--- src/rtl/piso_serializer.sv ---
// MSB-first PISO: word accepted at edge N shows its MSB on x_o after N; ready_o only in IDLE or on the final bit (backpressure).
// Optional macro PISO_PARITY_EN appends an even-parity bit, making each frame WIDTH+1 cycles.
module piso_serializer #(
    parameter int WIDTH = 4
) (
    input  logic             clk,
    input  logic             reset,
    input  logic [WIDTH-1:0] data_i,
    input  logic             valid_i,
    output logic             ready_o,
    output logic             x_o,
    output logic             frame_o,
    output logic             done_o
);

`ifdef PISO_PARITY_EN
    localparam int SW = WIDTH + 1;
`else
    localparam int SW = WIDTH;
`endif
    localparam int CW = $clog2(WIDTH + 1);

    localparam logic [CW-1:0] LAST    = CW'(SW - 1);
    localparam logic [CW-1:0] LAST_M1 = CW'(SW - 2);
    localparam logic [CW-1:0] ONE     = CW'(1);

    localparam logic [0:0] IDLE  = 1'b0;
    localparam logic [0:0] SHIFT = 1'b1;

    logic [0:0]    state_q, state_d;
    logic [SW-1:0] shreg_q, shreg_d;
    logic [CW-1:0] cnt_q, cnt_d;
    logic          done_q, done_d;
    logic          last_bit;
    logic          accept;

    assign last_bit = (state_q == SHIFT) && (cnt_q == LAST);
    assign ready_o  = (state_q == IDLE) || done_q;
    assign accept   = valid_i && ready_o;

    always_comb begin
        state_d = state_q;
        shreg_d = shreg_q;
        cnt_d   = cnt_q;
        if (accept) begin
            state_d = SHIFT;
            cnt_d   = '0;
`ifdef PISO_PARITY_EN
            // Parity rides in the LSB so it shifts out right after the data LSB.
            shreg_d = {data_i, ^data_i};
`else
            shreg_d = data_i;
`endif
        end else if (state_q == SHIFT) begin
            shreg_d = {shreg_q[SW-2:0], 1'b0};
            cnt_d   = cnt_q + ONE;
            if (last_bit) begin
                state_d = IDLE;
                cnt_d   = '0;
            end
        end
    end

    // done is registered one edge early so it lines up with the final bit on x_o.
    assign done_d = (state_q == SHIFT) && (cnt_q == LAST_M1);

    always_ff @(posedge clk or negedge reset) begin
        if (!reset) begin
            state_q <= IDLE;
            shreg_q <= '0;
            cnt_q   <= '0;
            done_q  <= 1'b0;
        end else begin
            state_q <= state_d;
            shreg_q <= shreg_d;
            cnt_q   <= cnt_d;
            done_q  <= done_d;
        end
    end

    // The register drains to zero on the final shift, so x_o idles low.
    assign x_o     = shreg_q[SW-1];
    assign frame_o = (state_q == SHIFT);
    assign done_o  = done_q;

    a_valid_known: assert property (@(posedge clk) disable iff (!reset)
        ready_o |-> !$isunknown(valid_i));

endmodule

--- config.mk ---
export PLATFORM = sky130hd
export DESIGN_NAME = piso_serializer
export DESIGN_NICKNAME = d
export VERILOG_FILES = /design/src/rtl/piso_serializer.sv
export SDC_FILE = /design/constraint.sdc
export NUM_CORES = 1
export LEC_CHECK = 0
export CELL_PAD_IN_SITES_DETAIL_PLACEMENT = 0
export CELL_PAD_IN_SITES_GLOBAL_PLACEMENT = 2
export CORE_UTILIZATION = 28
export DETAILED_ROUTE_END_ITERATION = 7
export PLACE_DENSITY_LB_ADDON = 0.05
export SETUP_SLACK_MARGIN = 0.4
export SLEW_MARGIN = 20
export SYNTH_ARGS = -nofsm -noshare
export SYNTH_HDL_FRONTEND = slang
export SYNTH_SLANG_ARGS = --single-unit
--- constraint.sdc ---
create_clock -name clk -period 1.05 [get_ports clk]
set_input_delay 0.315 -clock clk [delete_from_list [all_inputs] [get_ports clk]]
set_output_delay 0.315 -clock clk [all_outputs]
set_load 0.01 [all_outputs]
# Word-level counts from Yosys, hierarchy flattened

Cells that the tools add are included.

Multiplexer cells: 8
Equality and inequality tests: 2
Reductions and logical operators: 5
Bitwise logic cells: 1
Add/subtract/negate cells: 1

Operators by type and width:

| cell                                                                   | count |
|---|---|
| 3-bit 2-to-1 mux                                                       | 3 |
| 4-bit 2-to-1 mux                                                       | 2 |
| 3-bit by 2-bit equality test with 1-bit output (second input constant) | 2 |
| 3-bit by 1-bit adder with 3-bit output (second input constant)         | 1 |
| 1-bit logical AND                                                      | 3 |
| 1-bit 2-to-1 mux                                                       | 3 |
| 2-bit nonzero test                                                     | 1 |
| 1-bit logical OR                                                       | 1 |
| 1-bit inverter                                                         | 1 |

Register bits: 9
Output and inout bits: 4
Logic and storage cells: 21

# Depth between registers and ports, before layout

Gate-level depths: netlist (run 1).

Depth after elaboration: 5
Depth in mapped cells: 4

# Worst setup path before layout (run 1)

OpenSTA, ideal clock, no wires.

Path kind: flip-flop to flip-flop
Start point: register done_q, in the netlist done_o
End point: register cnt_q[2]
Data required time: 0.930 ns
Clock period less this slack: 0.990 ns
Buffers on the path: 0
Stages on the path, launching flop included: 4
Slack: 0.060 ns
Data arrival time: 0.870 ns
Setup time: 0.120 ns
Cell sequence: dfrtp_1 -> nand2b_1 -> nand2_1 -> and3_1

Cells in the longest elaborated chain, start to end: 3
Elaborated cells on any way between the ends: 4
Those cells by class: 1 x mux; 3 x reduce/logical

RTL lines:

| element                                                | RTL line | text |
|---|---|---|
| start, declared                                        | 33       | `logic done_q, done_d;` |
| start signal, assigned                                 | 77       | `done_q <= done_d;` |
| 1-bit logical OR *                                     | 38       | `assign ready_o = (state_q == IDLE) \|\| done_q;` |
| net ready_o                                            | 10       | `output logic ready_o,` |
| 1-bit logical AND *                                    | 39       | `assign accept = valid_i && ready_o;` |
| 3-bit 2-to-1 mux or 2-bit nonzero test (tied branches) | --       |  |
| end signal, assigned                                   | 76       | `cnt_q <= cnt_d;` |
| end, declared                                          | 32       | `logic [CW-1:0] cnt_q, cnt_d;` |

The timed path passes the listed nets; every way through them passes the cells marked *.
A chain may end at the register's enable or synchronous reset.

# Final worst setup path (run 1)

Start point: register done_q, in the netlist done_o
End point: output ready_o

Cells in the longest elaborated chain, start to end: 1

RTL lines:

| element          | RTL line |
|---|---|
| 1-bit logical OR | 38 |
| end, declared    | 10 |

Every way passes these cells.

==> flow_summary.ini, run 1 <==
[outcome]
status = finished, violations left
violations = negative setup slack

[cells_and_area]
ff_latch_area_um2 = 228
multiInputGateArea_um2 = 280
final_cell_mix = 9 x buf_6, 7 x dfrtp_1, 7 x buf_4
mostFrequentLayoutCell = buf_6
antenna_cells = 0
fin_nets = 81
final_util_pct = 51.2
fillers = 141
drive_gt1_share_pct = 50.7
syn_to_final_growth_pct = 68.2

[place]
dp_hpwl_um = 751
io_buffer_count = 10
place_congestion = 0.744

[pwr]
pwr-share-clk_pct = 13.8
p_leak_nw = 0.383
total_power_mw = 2.04
irDropWorstVdd_v = 0.00119
switching_share_pct = 35.8
power_density_mw_per_mm2 = 2610
p_seq_share_pct = 29.3
power.share.combinational_pct = 56.9
p_sw_mw = 0.730
p_int_mw = 1.31

[die]
initial_utilization_pct = 30.5
num_rows = 14
fp.dieW_um = 42.7
die-area_mm2 = 0.00182
num_io_pins = 11
die_h_um = 42.7
core-area_mm2 = 0.00152

[clock_network]
cts_sinks = 9
h-tree-depth = 1
clk_latency_ns = 0.27
cts_buffers = 3
cts_tree = done
cts_buffer_depth = 2
clk_pin_slew_worst_paths_ns = 0.06
ctsRootBufferMaster = clkbuf_4

[drt]
drtIter0Drc = 12
vias_per_cell = 5.21
drc = 0
first_pass_iters = 4
ant_nets = 0
vias = 453
detail_route.wl_per_cell_um = 15.0
wl_um = 1310

[setup_path]
startpoint_type = flop
slowest_stage = dfrtp_2
crit_required_ns = 0.73
path_buf_inv = 1
endpoint_kind = output port
crit_type = reg2out
rr_worst_depth = 6
timing.rr.start = done_o$_DFF_PN0_
crit_family = flip-flops
path_cells = nand2b_4, buf_6
r2r_slack_ns = -0.14
reg2reg_to = cnt_q[2]$_DFFE_PN0P_
worst_ep_arrival_time_ns = 0.93
max_stage_delay_ns = 0.40
cp_max_fo = 2

[run]
maxCapViolCount = 0

[logic_synthesis]
synth_seq_cells = 9
synthAdderAreaFrac_pct = 5.39
synth_top_family_by_area = simple AND/OR/NAND/NOR gates
synth-xor-area-share_pct = 0
yosysTopAreaCell = dfrtp_1
ys_top_cells_by_area = dfrtp_1 49%, mux2i_1 8.6%, and3_1 5.4%, ha_1 5.4%, nand2_1 4.9%
synth_nets = 54
yosys_warnings = 0
synth_mux_area_share_pct = 8.63
synth_cells = 45
synth_top_area_share_pct = 48.5
synth-simple-area-share_pct = 22.4
ys_types = 17
synth-compound-area-share_pct = 10.8
synthesis.area_um2 = 464
syn_area_per_cell_um2 = 10.3
synth_seq_area_share_pct = 48.5

[sta]
slew-limit-headroom_pct = 88.8
slew_viol_final = 0
rsz0062_at_grt = true
finalHoldWorstSlack_ns = 0.338
setup_viol = 10
finalCritPeriodShare_pct = 119
fmax_mhz = 801
fin_skew_ns = 0.00164
worst_pin_slew_ns = 0.163
setup_slack_ns = -0.198
hold_viol = 0
final.min_clock_period_ns = 1.25

[min_path]
hold_class = in2async

[global_route]
grt_pass1_wl_um = 2240
grt_max_degree = 10
antenna_found_initial = 0
gr-usage-all-layers_pct = 17.1
grt-ovfl-total = 0
grt_pass1_vias = 465
[routing by layer]
metal  vias to the layer above  wire [um]  GRT usage, %
met5                         -          0             0
met4                         0         31          11.3
met3                         3         66          4.68
met2                        11        659          26.1
met1                       230        552          21.0
li1                        209          -             -
[worst max-delay path by stage]
| stage | slack [ns] | cells after the start | endpoint | start |
|---|---|---|---|---|
| 3_5_place_dp | -0.40 | 5 | shreg_q[3]$_DFFE_PN0P_ | valid_i |
| 6_report | -0.20 | 2 | ready_o | done_o$_DFF_PN0_ |
| 5_1_grt | -0.22 | 2 | ready_o | done_o$_DFF_PN0_ |
| 2_1_floorplan | 0.12 | 3 | cnt_q[1]$_DFFE_PN0P_ | cnt_q[1]$_DFFE_PN0P_ |
| 4_1_cts | -0.20 | 2 | ready_o | done_o$_DFF_PN0_ |
| 3_3_place_gp | -0.36 | 5 | shreg_q[2]$_DFFE_PN0P_ | valid_i |
[synth_stat cells]
master and n:
nor2_1 1, a21boi_2 1, nand4b_1 1, buf_6 1, nand2_2 1, buf_2 1
o21ai_1 4, mux2i_1 4, inv_1 1, nand2b_1 3, and3_1 4, a31oi_1 3
nand2_1 6, dfrtp_1 9, nand3_1 2, ha_1 2, and3b_1 1
[flip-flops by register name, summed over array words and instances (netlist names)]
register  count
cnt_q         3
done_o        1
frame_o       1
shreg_q       4
[worst reg2reg max path, cell delays in order, from the launching register on]
cell and delay [ns]:
dfrtp_2 0.40, nand2b_4 0.15, buf_4 0.12, buf_4 0.12, buf_6 0.11, nand2_4 0.06, and3_4 0.17
[power groups by stage]
stage	Combinational [mW]	Sequential, mW	Clock, mW
6_report	1.16	0.597	0.282
4_1_cts	0.976	0.590	0.293
5_1_grt	1.29	0.614	0.310
2_1_floorplan	0.414	0.617	0
3_3_place_gp	0.748	0.581	0
3_5_place_dp	0.759	0.592	0
[repair_timing]
action,CTS,global route
hold buffers,0,0
pin swaps,1,4
resized for setup,26,12
gates cloned,2,0
setup buffers,5,2
setup endpoints to repair,13,13
[final cells by class]
cell class              count  share of cell area [%]
flip-flops and latches      9                    29.2
clock buffers               4                    3.37
inverters                   1                   0.481
repair buffers             24                    28.5
well taps                  16                    2.56
multi-input cells          33                    35.9
[logic make-up (layout without fill, tap and decap cells)]
logic type                 Yosys count  after routing
and+or+nand+nor                     19             19
DFF                                  9              9
AOI/OAI and AO/OA                    8              8
adders and majority gates            2              2
muxes                                4              4
buffers and inverters                3             29
[through the flow]
stage / worst slack (ns) / TNS [ns] / instance area (um^2) / std cells
3_5_place_dp: -0.397 / -3.27 / 621 / 74
4_1_cts: -0.204 / -0.841 / 717 / 85
3_3_place_gp: -0.364 / -3.02 / 621 / 74
2_1_floorplan: 0.117 / 0 / 494 / 45
6_report: -0.198 / -1.13 / 781 / 87
5_1_grt: -0.223 / -1.46 / 781 / 87
No activity file was read; power rests on OpenSTA's default activity.
==> run 2: changes to the inputs <==
CORE_MARGIN = 3   (was not set)
==> flow_summary.ini, run 2 (synthesis results as in run 1) <==
[clock_network]
h-tree-depth = 1
clk_pin_slew_worst_paths_ns = 0.07
cts_hold_buf = 0
clk_latency_ns = 0.26
cts_tree = done
cts_buffers = 3
ctsRootBufferMaster = clkbuf_4
cts_buffer_depth = 2
cts_sinks = 9

[global_route]
gr-usage-all-layers_pct = 10.4
grt_pass1_wl_um = 1590
grt_pass1_vias = 358
grt_max_degree = 15
grt-ovfl-total = 0
antenna_found_initial = 0

[die]
fp.dieW_um = 46.7
die_h_um = 46.7
die-area_mm2 = 0.00218
core-area_mm2 = 0.00154
num_io_pins = 11
initial_utilization_pct = 30.1
num_rows = 14

[cells_and_area]
instances_no_fill = 85
drive_gt1_share_pct = 44.9
mostFrequentLayoutCell = buf_4
largest_reg_flops = 4
final_cell_mix = 9 x buf_4, 7 x dfrtp_1, 5 x nand2_1, 5 x clkdlybuf4s50_1, 5 x buf_6
syn_to_final_growth_pct = 60.1
fin_nets = 79
reg.largest.list = shreg_q x4, cnt_q x3
top_register = shreg_q
antenna_cells = 0
final_util_pct = 48.2

[pwr]
total_power_mw = 1.92
power_density_mw_per_mm2 = 2580
irDropWorstVdd_v = 0.000907
p_leak_nw = 0.369

[place]
numPlacedInstances = 76
io_buffer_count = 10
place_congestion = 0.829
dp_hpwl_um = 766

[sta]
setup_slack_ns = -0.183
hold_viol = 0
final.min_clock_period_ns = 1.23
fin_skew_ns = 0.00171
fmax_mhz = 811
slew_viol_final = 0
finalCritPeriodShare_pct = 117
setup_viol = 8
rsz0062_at_grt = true
slew-limit-headroom_pct = 87.7
worst_pin_slew_ns = 0.185

[outcome]
status = finished, violations left
violations = negative setup slack

[drt]
vias_per_cell = 4.99
drtIter0Drc = 4
first_pass_iters = 4
ant_nets = 0
vias = 424
wl_um = 1160
detail_route.wl_per_cell_um = 13.6
drc = 0

[min_path]
hold_class = in2async

[setup_path]
startpoint_type = flop
max_stage_delay_ns = 0.40
worst_ep_arrival_time_ns = 0.92
timing.rr.start = done_o$_DFF_PN0_
path_buf_inv = 1
setup.worst_path.start = done_o$_DFF_PN0_
endpoint_kind = output port
cp_max_fo = 2
crit_required_ns = 0.73
slowest_stage = dfrtp_2
crit_family = flip-flops
path_cells = nand2b_4, buf_6
crit_type = reg2out

[run]
maxCapViolCount = 0
==> run 2: cell count changes in the layout (fill, tap and decap cells not counted) <==
cell / delta
nand3_2: -1
dlygate4sd2_1: -1
buf_2: -1
buf_8: +1
buf_6: -4
nand2_2: -1
buf_4: +2
nand3_1: +1
clkbuf_2: +1
nor2_2: -1
nand2_1: +1
o21ai_1: +1
nor2_1: +1
o21ai_2: -1
==> run 2: final timing paths <==
check / endpoint / slack (ns) / cells past startpoint
worst max-delay path: ready_o / -0.18 / 2
worst min-delay path: shreg_q[3]$_DFFE_PN0P_ / 0.33 / 2
worst max register to register: shreg_q[3]$_DFFE_PN0P_ / -0.09 / 5
worst min register to register: shreg_q[1]$_DFFE_PN0P_ / 0.54 / 2
max in group asynchronous: frame_o$_DFF_PN0_ / 0.57 / 2
min in group clk: cnt_q[1]$_DFFE_PN0P_ / 0.45 / 4
==> run 2: worst reg2reg max path: cells and delay by family, from the launching register on <==
kind,cells,cell delay (ns)
buffers and inverters,2,0.26
and+or+nand+nor,1,0.14
DFF,1,0.40
AOI/OAI and AO/OA,2,0.23
==> run 2: final cells by class <==
class | count | area, um^2
fillers | 146 | 798
multi-input cells | 33 | 267
flip-flops and latches | 9 | 228
repair buffers | 22 | 199
clock buffers | 4 | 26.3
well taps | 16 | 20.0
inverters | 1 | 3.75
==> run 2: repair_timing <==
action	CTS	global route
setup endpoints to repair	13	13
pin swaps	1	2
resized for setup	26	6
buffers inserted	3	2
==> run 2: per-layer routing <==
layer	track usage, %	routed length, um	up-vias
met5	0	0	-
met4	4.97	21	0
met3	2.73	69	4
met2	15.1	538	11
met1	14.3	528	204
li1	-	-	205
==> run 2: metrics by stage <==
stage / hold WS [ns] / cell area [um^2] / TNS [ns] / worst slack, ns
finish: 0.335 / 743 / -0.732 / -0.183
global route: 0.347 / 743 / -1.12 / -0.211
CTS: 0.343 / 704 / -0.713 / -0.185
detailed placement: 0.511 / 636 / -3.74 / -0.439
global placement: 0.496 / 636 / -3.46 / -0.391
floorplan: 0.0194 / 494 / 0 / 0.117
==> run 2: power breakdown <==
| group | internal (mW) | switching [mW] |
|---|---|---|
| combinational | 0.609 | 0.423 |
| sequential | 0.486 | 0.118 |
| clock | 0.147 | 0.133 |
| total | 1.24 | 0.674 |
